### config.mk
export PLATFORM = sky130hd
export DESIGN_NAME = ctrl_circuit
export DESIGN_NICKNAME = d
export VERILOG_FILES = /design/src/rtl/vga_timing_pkg.sv /design/src/rtl/vga_sync_gen.sv /design/src/rtl/ctrl_circuit.sv
export SDC_FILE = /design/constraint.sdc
export NUM_CORES = 1
export LEC_CHECK = 0
export BUFFER_PORTS_ARGS = -buffer_cell sky130_fd_sc_hd__clkbuf_2
export CORE_MARGIN = 2
export CORE_UTILIZATION = 26
export CTS_CLUSTER_DIAMETER = 80
export DETAILED_ROUTE_END_ITERATION = 8
export SETUP_SLACK_MARGIN = 0.2
export SLEW_MARGIN = 10
export SYNTH_ARGS = -nofsm -noshare
export SYNTH_HDL_FRONTEND = slang
export SYNTH_SLANG_ARGS = --single-unit
### constraint.sdc
create_clock -name CLKIN_IN -period 2.7 [get_ports CLKIN_IN]
set_input_delay 0.405 -clock CLKIN_IN [delete_from_list [all_inputs] [get_ports CLKIN_IN]]
set_output_delay 0.405 -clock CLKIN_IN [all_outputs]
set_load 0.02 [all_outputs]
### src/rtl/vga_timing_pkg.sv
// Shared VGA timing constants, derived-total helpers and the RGB332 pixel type.
// Latency: n/a (package only).
// Backpressure: n/a.
// Default timing is 640x480 @ 60 Hz with a 25 MHz pixel rate:
// H_TOTAL=800, V_TOTAL=525, HS low on [656,751], VS low on [490,491].
package vga_timing_pkg;

   localparam int CNT_W = 10;   // wide enough for both 800 and 525

   localparam int H_ACTIVE_DEF = 640;
   localparam int H_FP_DEF     = 16;
   localparam int H_SYNC_DEF   = 96;
   localparam int H_BP_DEF     = 48;
   localparam int V_ACTIVE_DEF = 480;
   localparam int V_FP_DEF     = 10;
   localparam int V_SYNC_DEF   = 2;
   localparam int V_BP_DEF     = 33;

   // Width of one colour bar in the built-in test pattern.
   localparam int BAR_W = 80;

   typedef struct packed {
      logic [2:0] r;
      logic [2:0] g;
      logic [1:0] b;
   } rgb332_t;

   function automatic int span_total(input int active, input int fp,
                                     input int sync, input int bp);
      return active + fp + sync + bp;
   endfunction

   function automatic int sync_first(input int active, input int fp);
      return active + fp;
   endfunction

   function automatic int sync_last(input int active, input int fp, input int sync);
      return active + fp + sync - 1;
   endfunction

   localparam int H_TOTAL      = span_total(H_ACTIVE_DEF, H_FP_DEF, H_SYNC_DEF, H_BP_DEF);
   localparam int V_TOTAL      = span_total(V_ACTIVE_DEF, V_FP_DEF, V_SYNC_DEF, V_BP_DEF);
   localparam int H_SYNC_START = sync_first(H_ACTIVE_DEF, H_FP_DEF);
   localparam int H_SYNC_END   = sync_last(H_ACTIVE_DEF, H_FP_DEF, H_SYNC_DEF);
   localparam int V_SYNC_START = sync_first(V_ACTIVE_DEF, V_FP_DEF);
   localparam int V_SYNC_END   = sync_last(V_ACTIVE_DEF, V_FP_DEF, V_SYNC_DEF);

endpackage

### src/rtl/vga_sync_gen.sv
// Pixel-tick generator, h/v counters and registered HS/VS/display-enable decode.
// Latency: counters advance on each pix_tick; HS/VS/DE lag the counters by one tick.
// Backpressure: none, free-running raster.
// Ports: i_clk/i_rst_n clock and async active-low reset; o_pix_tick pixel strobe;
//        o_h_cnt/o_v_cnt counter registers; o_hs/o_vs/o_de registered sync and enable;
//        o_vis unregistered "current counters are visible", used by the colour mux.
module vga_sync_gen
   import vga_timing_pkg::*;
#(
   parameter int H_ACTIVE = H_ACTIVE_DEF,
   parameter int H_FP     = H_FP_DEF,
   parameter int H_SYNC   = H_SYNC_DEF,
   parameter int H_BP     = H_BP_DEF,
   parameter int V_ACTIVE = V_ACTIVE_DEF,
   parameter int V_FP     = V_FP_DEF,
   parameter int V_SYNC   = V_SYNC_DEF,
   parameter int V_BP     = V_BP_DEF
)
(
   input  logic             i_clk,
   input  logic             i_rst_n,
   output logic             o_pix_tick,
   output logic [CNT_W-1:0] o_h_cnt,
   output logic [CNT_W-1:0] o_v_cnt,
   output logic             o_hs,
   output logic             o_vs,
   output logic             o_de,
   output logic             o_vis
);

   localparam logic [CNT_W-1:0] H_LAST  = CNT_W'(span_total(H_ACTIVE, H_FP, H_SYNC, H_BP) - 1);
   localparam logic [CNT_W-1:0] V_LAST  = CNT_W'(span_total(V_ACTIVE, V_FP, V_SYNC, V_BP) - 1);
   localparam logic [CNT_W-1:0] H_ACT_C = CNT_W'(H_ACTIVE);
   localparam logic [CNT_W-1:0] V_ACT_C = CNT_W'(V_ACTIVE);
   localparam logic [CNT_W-1:0] H_SS    = CNT_W'(sync_first(H_ACTIVE, H_FP));
   localparam logic [CNT_W-1:0] H_SE    = CNT_W'(sync_last(H_ACTIVE, H_FP, H_SYNC));
   localparam logic [CNT_W-1:0] V_SS    = CNT_W'(sync_first(V_ACTIVE, V_FP));
   localparam logic [CNT_W-1:0] V_SE    = CNT_W'(sync_last(V_ACTIVE, V_FP, V_SYNC));

   logic             r_phase;
   logic [CNT_W-1:0] r_h_cnt;
   logic [CNT_W-1:0] r_v_cnt;
   logic             r_hs;
   logic             r_vs;
   logic             r_de;

   logic w_tick;
   logic w_h_wrap;
   logic w_v_wrap;
   logic w_vis;
   logic w_hs_n;
   logic w_vs_n;

   // Phase is 0 out of reset, so the first tick lands on the second edge.
   assign w_tick   = r_phase;
   assign w_h_wrap = (r_h_cnt == H_LAST);
   assign w_v_wrap = (r_v_cnt == V_LAST);
   assign w_vis    = (r_h_cnt < H_ACT_C) && (r_v_cnt < V_ACT_C);
   assign w_hs_n   = !((r_h_cnt >= H_SS) && (r_h_cnt <= H_SE));
   assign w_vs_n   = !((r_v_cnt >= V_SS) && (r_v_cnt <= V_SE));

   always_ff @(posedge i_clk or negedge i_rst_n) begin
      if (!i_rst_n) begin
         r_phase <= 1'b0;
      end else begin
         r_phase <= ~r_phase;
      end
   end

   always_ff @(posedge i_clk or negedge i_rst_n) begin
      if (!i_rst_n) begin
         r_h_cnt <= '0;
         r_v_cnt <= '0;
      end else if (w_tick) begin
         if (w_h_wrap) begin
            r_h_cnt <= '0;
            r_v_cnt <= w_v_wrap ? '0 : r_v_cnt + 1'b1;
         end else begin
            r_h_cnt <= r_h_cnt + 1'b1;
         end
      end
   end

   // Decoded from the pre-increment counters, hence one tick behind posX/posY.
   always_ff @(posedge i_clk or negedge i_rst_n) begin
      if (!i_rst_n) begin
         r_hs <= 1'b1;
         r_vs <= 1'b1;
         r_de <= 1'b0;
      end else if (w_tick) begin
         r_hs <= w_hs_n;
         r_vs <= w_vs_n;
         r_de <= w_vis;
      end
   end

   assign o_pix_tick = w_tick;
   assign o_h_cnt    = r_h_cnt;
   assign o_v_cnt    = r_v_cnt;
   assign o_hs       = r_hs;
   assign o_vs       = r_vs;
   assign o_de       = r_de;
   assign o_vis      = w_vis;

endmodule

### src/rtl/ctrl_circuit.sv
// VGA raster controller: sync generation plus registered RGB332 colour output.
// Latency: HS/VS/disp_en/RGB lag posX/posY by one pixel tick (two CLKIN_IN cycles).
// Backpressure: none; PIX_DATA is sampled on every pixel tick whether ready or not.
// Ports: CLKIN_IN 50 MHz clock; RST_IN async active-low reset; PIX_DATA RGB332 for
//        the current posX/posY; HS/VS active-low syncs; disp_en visible flag;
//        posX/posY counter values; Red/Green/Blue colour drive.
// Build option: define CTRL_CIRCUIT_TESTPAT_EN to replace PIX_DATA with eight
// 80-pixel vertical colour bars; sync and enable timing are identical either way.
module ctrl_circuit
   import vga_timing_pkg::*;
#(
   parameter int H_ACTIVE = H_ACTIVE_DEF,
   parameter int H_FP     = H_FP_DEF,
   parameter int H_SYNC   = H_SYNC_DEF,
   parameter int H_BP     = H_BP_DEF,
   parameter int V_ACTIVE = V_ACTIVE_DEF,
   parameter int V_FP     = V_FP_DEF,
   parameter int V_SYNC   = V_SYNC_DEF,
   parameter int V_BP     = V_BP_DEF
)
(
   input  logic       CLKIN_IN,
   input  logic       RST_IN,
   input  logic [7:0] PIX_DATA,
   output logic       HS,
   output logic       VS,
   output logic       disp_en,
   output logic [9:0] posX,
   output logic [9:0] posY,
   output logic [2:0] Red,
   output logic [2:0] Green,
   output logic [1:0] Blue
);

   logic             w_tick;
   logic             w_vis;
   logic [CNT_W-1:0] w_h_cnt;
   logic [CNT_W-1:0] w_v_cnt;
   rgb332_t          w_pix;
   rgb332_t          w_rgb_nxt;
   rgb332_t          r_rgb;

   vga_sync_gen #(
      .H_ACTIVE (H_ACTIVE),
      .H_FP     (H_FP),
      .H_SYNC   (H_SYNC),
      .H_BP     (H_BP),
      .V_ACTIVE (V_ACTIVE),
      .V_FP     (V_FP),
      .V_SYNC   (V_SYNC),
      .V_BP     (V_BP)
   ) u_sync (
      .i_clk      (CLKIN_IN),
      .i_rst_n    (RST_IN),
      .o_pix_tick (w_tick),
      .o_h_cnt    (w_h_cnt),
      .o_v_cnt    (w_v_cnt),
      .o_hs       (HS),
      .o_vs       (VS),
      .o_de       (disp_en),
      .o_vis      (w_vis)
   );

`ifdef CTRL_CIRCUIT_TESTPAT_EN
   localparam logic [CNT_W-1:0] BAR_DIV = CNT_W'(BAR_W);
   logic [2:0] w_bar;

   // Each bar index bit drives a whole colour channel to full or zero.
   assign w_bar = 3'(w_h_cnt / BAR_DIV);
   assign w_pix = {{3{w_bar[2]}}, {3{w_bar[1]}}, {2{w_bar[0]}}};
`else
   assign w_pix = PIX_DATA;
`endif

   assign w_rgb_nxt = w_vis ? w_pix : '0;

   always_ff @(posedge CLKIN_IN or negedge RST_IN) begin
      if (!RST_IN) begin
         r_rgb <= '0;
      end else if (w_tick) begin
         r_rgb <= w_rgb_nxt;
      end
   end

   assign posX  = w_h_cnt;
   assign posY  = w_v_cnt;
   assign Red   = r_rgb.r;
   assign Green = r_rgb.g;
   assign Blue  = r_rgb.b;

endmodule

# After elaboration in Yosys (flattened, before gate mapping)
# Cells that the tools add are included.
dict set report word_totals {
  wordCells 29
  latchBits 0
  output_inout_bits 31
  mem_bits_ro 0
  regBits 32
  mem_count 0
  ram_bits 0
  inputBits 10
}
dict set report op_classes {
  reduce_logical 6
  mul 0
  n_lt_le_gt_ge 6
  n_addsub 2
  div 0
  shift 0
  n_mux 3
  eq_ne 2
  n_bitwise 1
}
# operator n
set op_table {}
lappend op_table {{$add A10 B1 Y10 const B} 2}
lappend op_table {{$eq A10 B10 Y1 const B} 2}
lappend op_table {{$mux W10} 2}
lappend op_table {{$ge A10 B10 Y1 const B} 1}
lappend op_table {{$ge A10 B9 Y1 const B} 1}
lappend op_table {{$le A10 B10 Y1 const B} 1}
lappend op_table {{$le A10 B9 Y1 const B} 1}
lappend op_table {{$lt A10 B10 Y1 const B} 1}
lappend op_table {{$lt A10 B9 Y1 const B} 1}
lappend op_table {{$mux W8} 1}
lappend op_table {{$logic_and A1 B1 Y1} 3}
lappend op_table {{$logic_not A1 Y1} 2}
lappend op_table {{$reduce_and A2 Y1} 1}
lappend op_table {{$not A1 Y1} 1}

# Logic depth before layout (Yosys ltp)
dict set report logic_depth {
  depth_word 3
  ltp_mapped 6
  mapped_depth_nobuf 6
}

# Modules after synthesis
# From an unflattened synthesis, not the netlist that was laid out.
dict set report unflattened {
  hier_cells 151
  hier_area_um2 1584.0
}
# module instances seq_area_each_um2 area_each_um2 cells_each
set by_module_without_submodules {}
lappend by_module_without_submodules {vga_sync_gen 1 603.1 1257.5 117}
lappend by_module_without_submodules {ctrl_circuit 1 200.2 326.6 34}

# Worst setup path after synthesis
# No wires, ideal clock.
dict set report synth_path {
  path_kind {register to register}
  from {register u_sync.r_h_cnt[6], in the netlist u_sync.o_h_cnt[6]}
  to {register u_sync.r_v_cnt[7], in the netlist u_sync.o_v_cnt[7]}
  t_arrival_ns 1.766
  path_stages_with_launch 5
  period_less_slack_ns 1.896
  setup_time_ns 0.130
  path_buffers 0
  required_time_ns 2.570
  slack_ns 0.804
  cell_sequence {dfrtp_1 -> or4b_4 -> nor4_4 -> nand4_1 -> xnor2_1}
}
dict set report synth_via {
  elab_chain_cells 2
}
# item line_no
set synth_lines {}
lappend synth_lines {{start, declared} vga_sync_gen.sv:41} ;# logic [CNT_W-1:0] r_h_cnt;
lappend synth_lines {{start signal, assigned} vga_sync_gen.sv:79} ;# r_h_cnt <= r_h_cnt + 1'b1;
lappend synth_lines {{$eq A10 B10 Y1} vga_sync_gen.sv:56} ;# assign w_h_wrap = (r_h_cnt == H_LAST);
lappend synth_lines {{$reduce_and A2 Y1 (no line)} --}
lappend synth_lines {{end signal, assigned} vga_sync_gen.sv:77} ;# r_v_cnt <= w_v_wrap ? '0 : r_v_cnt + 1'b1;
lappend synth_lines {{end, declared} vga_sync_gen.sv:42} ;# logic [CNT_W-1:0] r_v_cnt;
# Every way passes these cells.
# A chain may end at the register's enable or synchronous reset.

# Worst setup path after layout
dict set report layout_path {
  from {register u_sync.r_h_cnt[6], in the netlist u_sync.o_h_cnt[6]}
  to {register u_sync.r_v_cnt[3], in the netlist u_sync.o_v_cnt[3]}
}
# The elaborated chain is that of the path after synthesis.

==> results.md <==
* Setup violations, final at 0
* Hold buffers post-CTS at 0
* Highest clock rate at 0.521 GHz
* Pwr Total at 0.907 mW
* Hold Vio Cnt, Final at 0
* Die width at 79.4 µm
* Unrepaired setup endpoints after global routing: no
* Ys Warns at 0
* CTS tree: built
* Antenna cells at 0
* Storage element area at 803 µm²
* I/O Buffers at 40
* Die Ht at 79.4 µm
* WL per Instance at 13.3 µm
* Share of cells above drive strength 1 at 0.306
* Yosys top cell by area: dfrtp_1
* R2R cell count at 4
* Vias per Instance at 4.64
* RR Endpoint: u_sync.o_v_cnt[3]
* Leak pwr at 0.895 nW
* Syn Inst Count at 133
* Clock tree buffer depth at 2
* Post-Place Worst Slack at 779 ps
* Kind of start point of the critical path: flip-flop
* Power density cells at 488 nW/µm²
* Combinational share of power at 0.038
* Area of the multi-input gates at 644 µm²
* Initial Util at 0.268
* Initial antenna violation count at 0
* Clock power share at 0.423
* Maxcap violations at 0
* Synthesized flop and latch total at 32
* Mapped Area at 1480 µm²
* NumNets Final at 193
* Rel. slew slack at 0.466
* Reg-to-Reg Start: u_sync.o_h_cnt[6]
* Seq/Total Area, Yosys at 0.544
* Internal power at 0.702 mW
* TritonRoute pass-1 iters at 4
* Critical path class: flip-flop to flip-flop
* Reg2reg setup slack at 780 ps
* Clock buffer count from CTS at 5
* Minimum clock period at 1920 ps
* Clk_lat worst skew at 280 ps
* Vias at 1170
* Prevailing post-synth register cell: dfrtp_1
* Fin. max-slew vios at 0
* Initial DRC count at 66
* Worst-Margin Slew at 802 ps
* Synth cell count leaders: dfrtp_1, nand2_1, a22o_1, xnor2_1
* GRT Util Overall at 0.119
* Busiest grt layer: met2
* Cts repair resizes at 0
* Clock sinks at 32
* Die Area at 6300 µm²
* Hold Slack at 196 ps
* Design Area, Final at 1860 µm²
* Worst Hold Class: input pin to asynchronous set/reset pin
* Post-CTS setup repair buffer count at 0
* Final setup margin at 781 ps
* Final period util at 0.711
* H-tree depth at 2
* Yosys cell types at 36
* Core footprint at 5510 µm²
* Status: finished clean
* Root Driver: clkbuf_8
* Synth area leaders: dfrtp_1, a22o_1, xnor2_1, dfstp_2, ha_1
* GPL Wtd Cong at 0.717
* Syn Area/Cell at 11.1 µm²
* Switching Share at 0.227
* Detailed-placement wirelength estimate at 2390 µm
* Crit. End Element: flip-flop
* # DRC at 0
* Most numerous cell in the Yosys netlist: dfrtp_1
* Peak VDD IR at 0.000159 V
* First-pass GRT wire length at 5720 µm
* CTS clk-pin slew, worst paths at 70 ps
* Met2 Resource Use GR at 0.178
* Largest net degree at the start of global routing at 33
* Total grt overflow at 0
* EDFF count, synth at 0
* Num ports at 41
* M1 GR Usage at 0.158
* M3 GR Usage at 0.0407
* Top cell type's share of synthesized area at 0.508
* Synth async-reset ratio at 1.00
* Vias in the first global route at 1141
* ANT nets after route at 0
* Critical path peak fanout at 7
* Placed Area at 1770 µm²
* Worst Skew at 9.39 ps
* Area grow syn2layout at 25.9%
* Crit path DAT at 2100 ps
* WP data required at 2880 ps
* Syn_nets at 147
* Fillers at 576
* Post-Route WL at 3360 µm
* Sw Pwr at 0.206 mW
* Sequential Power Share at 0.539
* Row cnt at 27
* Fin Setup TNS at 0 ps
-- layer usage --
metal,vias to the layer above,wire length (µm)
met2,34,1470
met1,550,1650
met3,5,192
li1,581,-
met4,0,51
met5,-,0
-- worst max-delay path, stage by stage (launching register included) --
cell and delay (ps):
dfrtp_1 430, or4b_4 600, nor3_2 440, nand2_1 140
o31ai_1 220
-- cell type report --
type / count / share of cell area
flip-flops and latches: 32 / 0.432
clock inverters: 2 / 0.00538
inverters: 6 / 0.0121
repair buffers: 41 / 0.112
multi-input cells: 93 / 0.346
well taps: 72 / 0.0484
clock buffers: 6 / 0.0444
-- state kept, by name (all words and copies together), names as in the netlist --
| register | cells |
|---|---|
| u_sync.o_h_cnt | 10 |
| u_sync.o_de | 1 |
| u_sync.o_pix_tick | 1 |
| u_sync.o_v_cnt | 10 |
| Blue | 2 |
| u_sync.o_vs | 1 |
| u_sync.o_hs | 1 |
| Red | 3 |
| Green | 3 |
-- cell families (layout without fill, tap and decap cells) --
| family | Yosys count | after routing | synth area share |
|---|---|---|---|
| AOI/OAI and AO/OA | 25 | 25 | 0.119 |
| adders and majority gates | 4 | 4 | 0.0339 |
| muxes | 1 | 1 | 0.00677 |
| DFF | 32 | 32 | 0.544 |
| buffers and inverters | 8 | 55 | 0.0203 |
| xor gates and xnor gates | 10 | 10 | 0.0593 |
| and+or+nand+nor | 53 | 53 | 0.218 |
-- power by group through the flow --
stage	clock network (mW)	logic (mW)	registers (mW)
2_1_floorplan	0	0.00517	0.505
3_3_place_gp	0	0.0361	0.498
3_5_place_dp	0	0.0364	0.498
4_1_cts	0.402	0.0365	0.489
5_1_grt	0.432	0.0389	0.489
6_report	0.384	0.0346	0.489
-- metrics by stage --
step / util / instances
2_1_floorplan: - / 133
3_3_place_gp: 0.321 / 244
3_5_place_dp: 0.321 / 244
4_1_cts: 0.338 / 252
5_1_grt: 0.338 / 252
6_report: 0.338 / 252
-- worst max-delay path by stage --
| stage | start | end | slack, ps |
|---|---|---|---|
| final | u_sync.o_h_cnt[6] | u_sync.o_v_cnt[3] | 780 |
| after global routing | u_sync.o_h_cnt[0] | u_sync.o_v_cnt[3] | 580 |
| after CTS | u_sync.o_h_cnt[0] | u_sync.o_v_cnt[3] | 760 |
| after detailed placement | u_sync.o_h_cnt[7] | u_sync.o_v_cnt[7] | 780 |
| after global placement | u_sync.o_h_cnt[6] | u_sync.o_v_cnt[8] | 810 |
| after floorplan | u_sync.o_h_cnt[6] | u_sync.o_v_cnt[7] | 800 |
-- layout by cell type, fill, tap and decap left out, types with 2 or more instances in the layout --
cell type  instances
clkbuf_2          40
dfrtp_1           30
nand2_1           12
xnor2_1            8
a22o_1             8
nand4_1            7
nor2_1             7
inv_1              6
nand3_1            6
clkbuf_8           6
ha_1               4
and3_1             3
and2_1             3
a21oi_1            3
o21ai_0            3
and4_1             3
nor3_1             2
a31oi_1            2
o21ai_1            2
a21o_1             2
xor2_1             2
nor4_1             2
clkinv_2           2
dfstp_2            2
Note: power is estimated with default switching activity, not from simulation.
